### config.mk
export PLATFORM = sky130hd
export DESIGN_NAME = instr_sequencer
export DESIGN_NICKNAME = d
export VERILOG_FILES = /design/src/rtl/instr_sequencer.sv
export SDC_FILE = /design/constraint.sdc
export NUM_CORES = 1
export LEC_CHECK = 0
export CORE_AREA = 2 2 124 126
export DETAILED_ROUTE_END_ITERATION = 8
export DIE_AREA = 0 0 126 128
export MAX_ROUTING_LAYER = met4
export PLACE_DENSITY_LB_ADDON = 0.08
export REMOVE_ABC_BUFFERS = 1
export SYNTH_ARGS = -nofsm -noshare
export SYNTH_HDL_FRONTEND = slang
export SYNTH_SLANG_ARGS = --single-unit
### constraint.sdc
create_clock -name clk -period 5.2 [get_ports clk]
set_input_delay 0.78 -clock clk [delete_from_list [all_inputs] [get_ports clk]]
set_output_delay 0.78 -clock clk [all_outputs]
set_load 0.02 [all_outputs]
### src/rtl/instr_sequencer.sv
// instr_sequencer: program-memory sequencer for the SHMCP_4 core.
// A host loads a small instruction RAM while idle; in run mode each word is
// fetched, presented on cpu_instr with a one-cycle cpu_load strobe, then held
// for an EXEC_CYCLES-long cpu_state window. HALT_OP stops sequencing.
// Optional single-step mode is enabled by defining SEQ_STEP_EN.
module instr_sequencer #(
    parameter int unsigned DEPTH       = 16,
    parameter int unsigned AW          = 4,
    parameter int unsigned EXEC_CYCLES = 4,
    parameter logic [7:0]  HALT_OP     = 8'hFF
) (
    input  logic          clk,
    input  logic          rst,
    input  logic          prog_we,
    input  logic [AW-1:0] prog_addr,
    input  logic [7:0]    prog_data,
    input  logic          run,
`ifdef SEQ_STEP_EN
    input  logic          step,
`endif
    output logic [7:0]    cpu_instr,
    output logic          cpu_load,
    output logic          cpu_state,
    output logic [AW-1:0] pc,
    output logic          busy,
    output logic          halted,
    output logic          wr_err
);

    localparam int unsigned CW = (EXEC_CYCLES > 1) ? $clog2(EXEC_CYCLES) : 1;

`ifdef SEQ_STEP_EN
    typedef enum logic [2:0] {
        S_IDLE, S_FETCH, S_ISSUE, S_EXEC, S_HALT, S_STEPW
    } state_t;
`else
    typedef enum logic [2:0] {
        S_IDLE, S_FETCH, S_ISSUE, S_EXEC, S_HALT
    } state_t;
`endif

    state_t         state;
    logic [7:0]     ram [DEPTH];
    logic [7:0]     rd_data;
    logic [CW-1:0]  cnt;

    // Host writes land only while idle; contents survive reset.
    always_ff @(posedge clk) begin
        if (prog_we && state == S_IDLE) begin
            ram[prog_addr] <= prog_data;
        end
    end

    // Sequencer FSM with registered core-facing and status outputs.
    // The load strobe and instruction are registered on the FETCH edge so
    // they are valid during the ISSUE cycle itself; a halt word never loads.
    always_ff @(posedge clk or negedge rst) begin
        if (!rst) begin
            state     <= S_IDLE;
            pc        <= '0;
            cpu_instr <= '0;
            cpu_load  <= 1'b0;
            cpu_state <= 1'b0;
            busy      <= 1'b0;
            halted    <= 1'b0;
            wr_err    <= 1'b0;
            rd_data   <= '0;
            cnt       <= '0;
        end else begin
            wr_err <= prog_we && (state != S_IDLE);
            case (state)
                S_IDLE: begin
                    if (run) begin
                        state <= S_FETCH;
                        busy  <= 1'b1;
                    end
                end
                S_FETCH: begin
                    rd_data <= ram[pc];
                    if (ram[pc] != HALT_OP) begin
                        cpu_instr <= ram[pc];
                        cpu_load  <= 1'b1;
                    end
                    state <= S_ISSUE;
                end
                S_ISSUE: begin
                    cpu_load <= 1'b0;
                    if (rd_data == HALT_OP) begin
                        state  <= S_HALT;
                        busy   <= 1'b0;
                        halted <= 1'b1;
                    end else begin
                        state     <= S_EXEC;
                        cpu_state <= 1'b1;
                        cnt       <= CW'(EXEC_CYCLES - 1);
                    end
                end
                S_EXEC: begin
                    if (cnt == '0) begin
                        pc        <= pc + 1'b1;
                        cpu_state <= 1'b0;
                        if (run) begin
`ifdef SEQ_STEP_EN
                            state <= S_STEPW;
`else
                            state <= S_FETCH;
`endif
                        end else begin
                            state <= S_IDLE;
                            busy  <= 1'b0;
                        end
                    end else begin
                        cnt <= cnt - 1'b1;
                    end
                end
                S_HALT: begin
                    if (!run) begin
                        state  <= S_IDLE;
                        halted <= 1'b0;
                        pc     <= '0;
                    end
                end
`ifdef SEQ_STEP_EN
                S_STEPW: begin
                    if (!run) begin
                        state <= S_IDLE;
                        busy  <= 1'b0;
                    end else if (step) begin
                        state <= S_FETCH;
                    end
                end
`endif
                default: begin
                    state     <= S_IDLE;
                    busy      <= 1'b0;
                    halted    <= 1'b0;
                    cpu_load  <= 1'b0;
                    cpu_state <= 1'b0;
                end
            endcase
        end
    end

endmodule

==> out/metrics.sh <==
STATUS='finished, final reports clean'
FLOORPLAN.ROWS=45
YOSYS_WARNINGS=0
ASYNC_FLOP_SHARE=0.1899
POST_LAYOUT_NETS=431
SETUP_SLACK_PLACEMENT_NS=2.164
SUM_NEG_SETUP_SLACK_NS=0
POST-ROUTE-PERIOD-UTIL=0.5835
SYNTH_COMMONEST_CELLS='128 x sky130_fd_sc_hd__edfxtp_1, 30 x sky130_fd_sc_hd__dfrtp_1, 30 x sky130_fd_sc_hd__nor2_1'
DR_TOTAL_VIAS=3412
REPORT.FINAL.SETUP_VIOL=0
DETAILEDPLACEMENTHPWL_UM=8228
SETUP.WORST_PATH.END_CLASS='primary output'
CP_SLOWEST_CELL='sky130_fd_sc_hd__dfrtp_2'
POSTCTSSETUPBUFFERS=0
DRT_PASS_1_ITERS=4
WORST_PIN_SLEW_NS=1.046
CRITPATHARRIVALTIME_NS=2.25
NUMBER_OF_STORAGE_ELEMENTS_IN_THE_SYNTHESIS_NETLIST=158
STDCELL_AREA_UM2=7609
POST_SYNTH_INSTANCE_AREA_UM2=6536
SLEW-LIMIT-HEADROOM=0.2976
GPL.FINAL_WEIGHTED_CONGESTION=0.7393
CPLARGESTDELAYFAMILY='buffers and inverters'
HOLD_PATH.CLASS='register to register'
DRT_DRC_VIOLATIONS_LEFT=0
POST_LAYOUT_NONFILLER_INSTANCES=614
P_PER_AREA_nW_PER_UM2=530.3
TRITONCTS_CLOCK_TREE='built'
LAYOUT-DRIVE-GT1-SHARE=0.1549
GR-USAGE-ALL-LAYERS=0.1778
CRITPATHMAXFANOUT=22
AREA_GROWTH_SYN_TO_LAYOUT_PCT=16.41
CRITICAL_PATH_BUF_INV_COUNT=2
HOLDBUFCOUNTCTS=0
ANTENNA_FOUND_INITIAL=0
ROUTED_WIRELENGTH_UM=12850
FINALWORSTSETUPSLACK_NS=2.166
SYNTH.YOSYS.SEQ_AREA_SHARE=0.7029
POST-PLACE-CELLS=582
FINAL.SETUP_SKEW_NS=0.007956
CHIPWIDTH_UM=126
WORST-R2R-SETUP-SLACK_NS=2.18
DRT_ITER0_DRC=158
CTS_RESIZED=0
CLK_TRANSITION_REPORTED_PATHS_NS=0.06
NUMBER_OF_GLOBAL_ROUTE_VIAS_BEFORE_REPAIR=3485
LEAKAGEPOWER_nW=2.577
WHS_PATH_DEPTH=1
CRITICAL_PATH_CELL_COUNT=2
DETAILED_PLACE.AREA_UM2=7029
FINAL-HOLD-VIOLATION-COUNT=0
POST_SYNTH_NUM_CELL_TYPES=38
FLOORPLAN.CORE_AREA_UM2=14860
INITIAL_UTILIZATION=0.4397
YS.FLOP_TYPE='sky130_fd_sc_hd__edfxtp_1'
SYNTH_AREA_PER_CELL_UM2=17.57
SYNTH_AREA_LEADER_CELL='sky130_fd_sc_hd__edfxtp_1'
CRITICAL_PATH.MAX_STAGE_DELAY_NS=0.68
CTS_BUFFER_DEPTH=2
WORSTREGTOREGCELLS=4
DOMINANT_CELL_BY_COUNT_IN_THE_SYNTHESIZED_NETLIST='sky130_fd_sc_hd__edfxtp_1'
CLK_LATENCY_NS=0.42
SETUP.WORST_PATH.CLASS='register to primary output'
FINAL_ANTENNA_NET_COUNT=0
FLOORPLAN.DIE.HEIGHT_UM=128
FMAX_GHz=0.3296
DRT_WL_CELL_UM=20.92
FILL_CELLS=1251
CLK_ROOT_BUFFER_CELL='sky130_fd_sc_hd__clkbuf_16'
SYNTH_EDF_COUNT=128
POST_SYNTH_INST_COUNT=372
TRITONCTS_NUM_SINKS=158
MAX_CAP_VIOL_COUNT=0
CRIT_REQUIRED_NS=4.42
SYNTH_TOP_AREA_SHARE=0.5881
BUFFER_PORTS.INSERTED=32
WIRE_LENGTH_OF_THE_FIRST_GLOBAL_ROUTING_PASS_UM=20360
N_ANTENNA_CELL=0
GRT_START_MAX_NET_PINS=37
SLEW_VIOL_FINAL=0
VDD_IR_MAX_uV=237.5
DESIGN.DIE.AREA_UM2=16130
PIN_COUNT=33
POST-ROUTE-MIN-PERIOD_NS=3.034
GRT_SETUP_UNREPAIRED='no'
CTS_INSERTED_BUFFERS=17
GLOBALROUTEOVERFLOWTOTAL=0
CRIT_PATH_CELL_TRACE='buf_4 > clkdlybuf4s50_1'
SETUP.WORST_PATH.START_CLASS='register'
YS_TOP_CELLS_BY_AREA='sky130_fd_sc_hd__edfxtp_1 59%, sky130_fd_sc_hd__dfrtp_1 11%, sky130_fd_sc_hd__mux4_1 8.8%'
CLOCK_TREE.HTREE_LEVEL_COUNT=4
PER_CELL_VIA_COUNT_IN_THE_ROUTED_DESIGN=5.557
power breakdown:
group          total (mW)  internal (mW)  switching [mW]
registers            1.66           1.48           0.173
logic                1.16          0.580           0.575
clock network        1.22          0.748           0.475
layout make-up:
type	instances	area, um2	share of cell area
clock buffers	19	432.9	0.05690
clock inverters	13	146.4	0.01924
inverters	4	15.01	0.001973
multi-input cells	193	1810	0.2380
flip-flops and latches	158	4596	0.6040
well taps	188	235.2	0.03092
repair buffers	39	372.9	0.04901
cell families (layout without fill, tap and decap cells):
logic type               count (synthesis)  count (layout)  share of synthesized area
flip-flops                             158             158                     0.7029
AO/OA/AOI/OAI                           48              48                    0.04901
multiplexers                            50              50                     0.1522
AND/OR/NAND/NOR                         90              90                    0.06719
adder cells (fa/ha/maj)                  2               2                   0.003828
buffers and inverters                   21              75                    0.02086
XOR/XNOR                                 3               3                   0.004021
state kept, by name, summed over array words and instances (netlist names):
register / cells
cnt: 2
wr_err: 1
cpu_load: 1
halted: 1
cpu_instr: 8
pc: 4
cpu_state: 1
ram: 128
state: 3
busy: 1
rd_data: 8
per-stage QoR:
stage / hold slack [ns] / util / total power [mW]
global route: 0.5250 / 0.5119 / 4.252
detailed placement: 0.4805 / 0.4729 / 2.859
finish: 0.4887 / 0.5119 / 4.035
floorplan: 0.4638 / - / 2.427
CTS: 0.4938 / 0.5119 / 4.083
global placement: 0.4767 / 0.4729 / 2.838
worst reg2reg max path, cell delays in order, from the launching register on:
cell                      delay, ns
sky130_fd_sc_hd__dfrtp_1       0.51
sky130_fd_sc_hd__nor3_1        0.74
sky130_fd_sc_hd__nand2_1       0.15
sky130_fd_sc_hd__or3_1         0.42
sky130_fd_sc_hd__nor3_1        0.83
final timing paths:
path / startpoint / endpoint
max in group asynchronous: rst / pc[0]
min reg2reg: rd_data[6] / rd_data[6]
min in group asynchronous: rst / rd_data[4]
min: rd_data[6] / rd_data[6]
max: pc[0] / pc[0]
max reg2reg: state[2] / ram[0][3]
cell usage in the layout (no fill, tap or decap), types with 5 or more instances in the layout:
cell type / synthesis / layout
sky130_fd_sc_hd__edfxtp_1: 128 / 128
sky130_fd_sc_hd__o21a_1: 8 / 8
sky130_fd_sc_hd__or2_2: 8 / 8
sky130_fd_sc_hd__dfrtp_1: 30 / 29
sky130_fd_sc_hd__mux4_2: 10 / 10
sky130_fd_sc_hd__mux4_1: 22 / 22
sky130_fd_sc_hd__nor3_1: 8 / 7
sky130_fd_sc_hd__mux2_2: 9 / 9
sky130_fd_sc_hd__clkdlybuf4s50_1: 0 / 32
sky130_fd_sc_hd__or3_1: 5 / 5
sky130_fd_sc_hd__o21ai_0: 6 / 6
sky130_fd_sc_hd__o311a_1: 8 / 8
sky130_fd_sc_hd__clkbuf_16: 0 / 17
sky130_fd_sc_hd__a21oi_1: 17 / 17
sky130_fd_sc_hd__buf_4: 0 / 7
sky130_fd_sc_hd__mux2i_1: 9 / 9
sky130_fd_sc_hd__a31oi_1: 5 / 5
sky130_fd_sc_hd__nand2_1: 21 / 21
sky130_fd_sc_hd__clkinv_2: 0 / 5
sky130_fd_sc_hd__nor2_1: 30 / 30
per-layer routing:
metal / vias to the layer above / share of wire / global-route usage
met3: 12 / 0.039 / 0.04424
met2: 74 / 0.47 / 0.2603
met1: 1744 / 0.48 / 0.2457
li1: 1582 / - / -
met4: 0 / 0.013 / 0.06141
met5: - / 0 / -
Power figures use the tool's default switching activity.
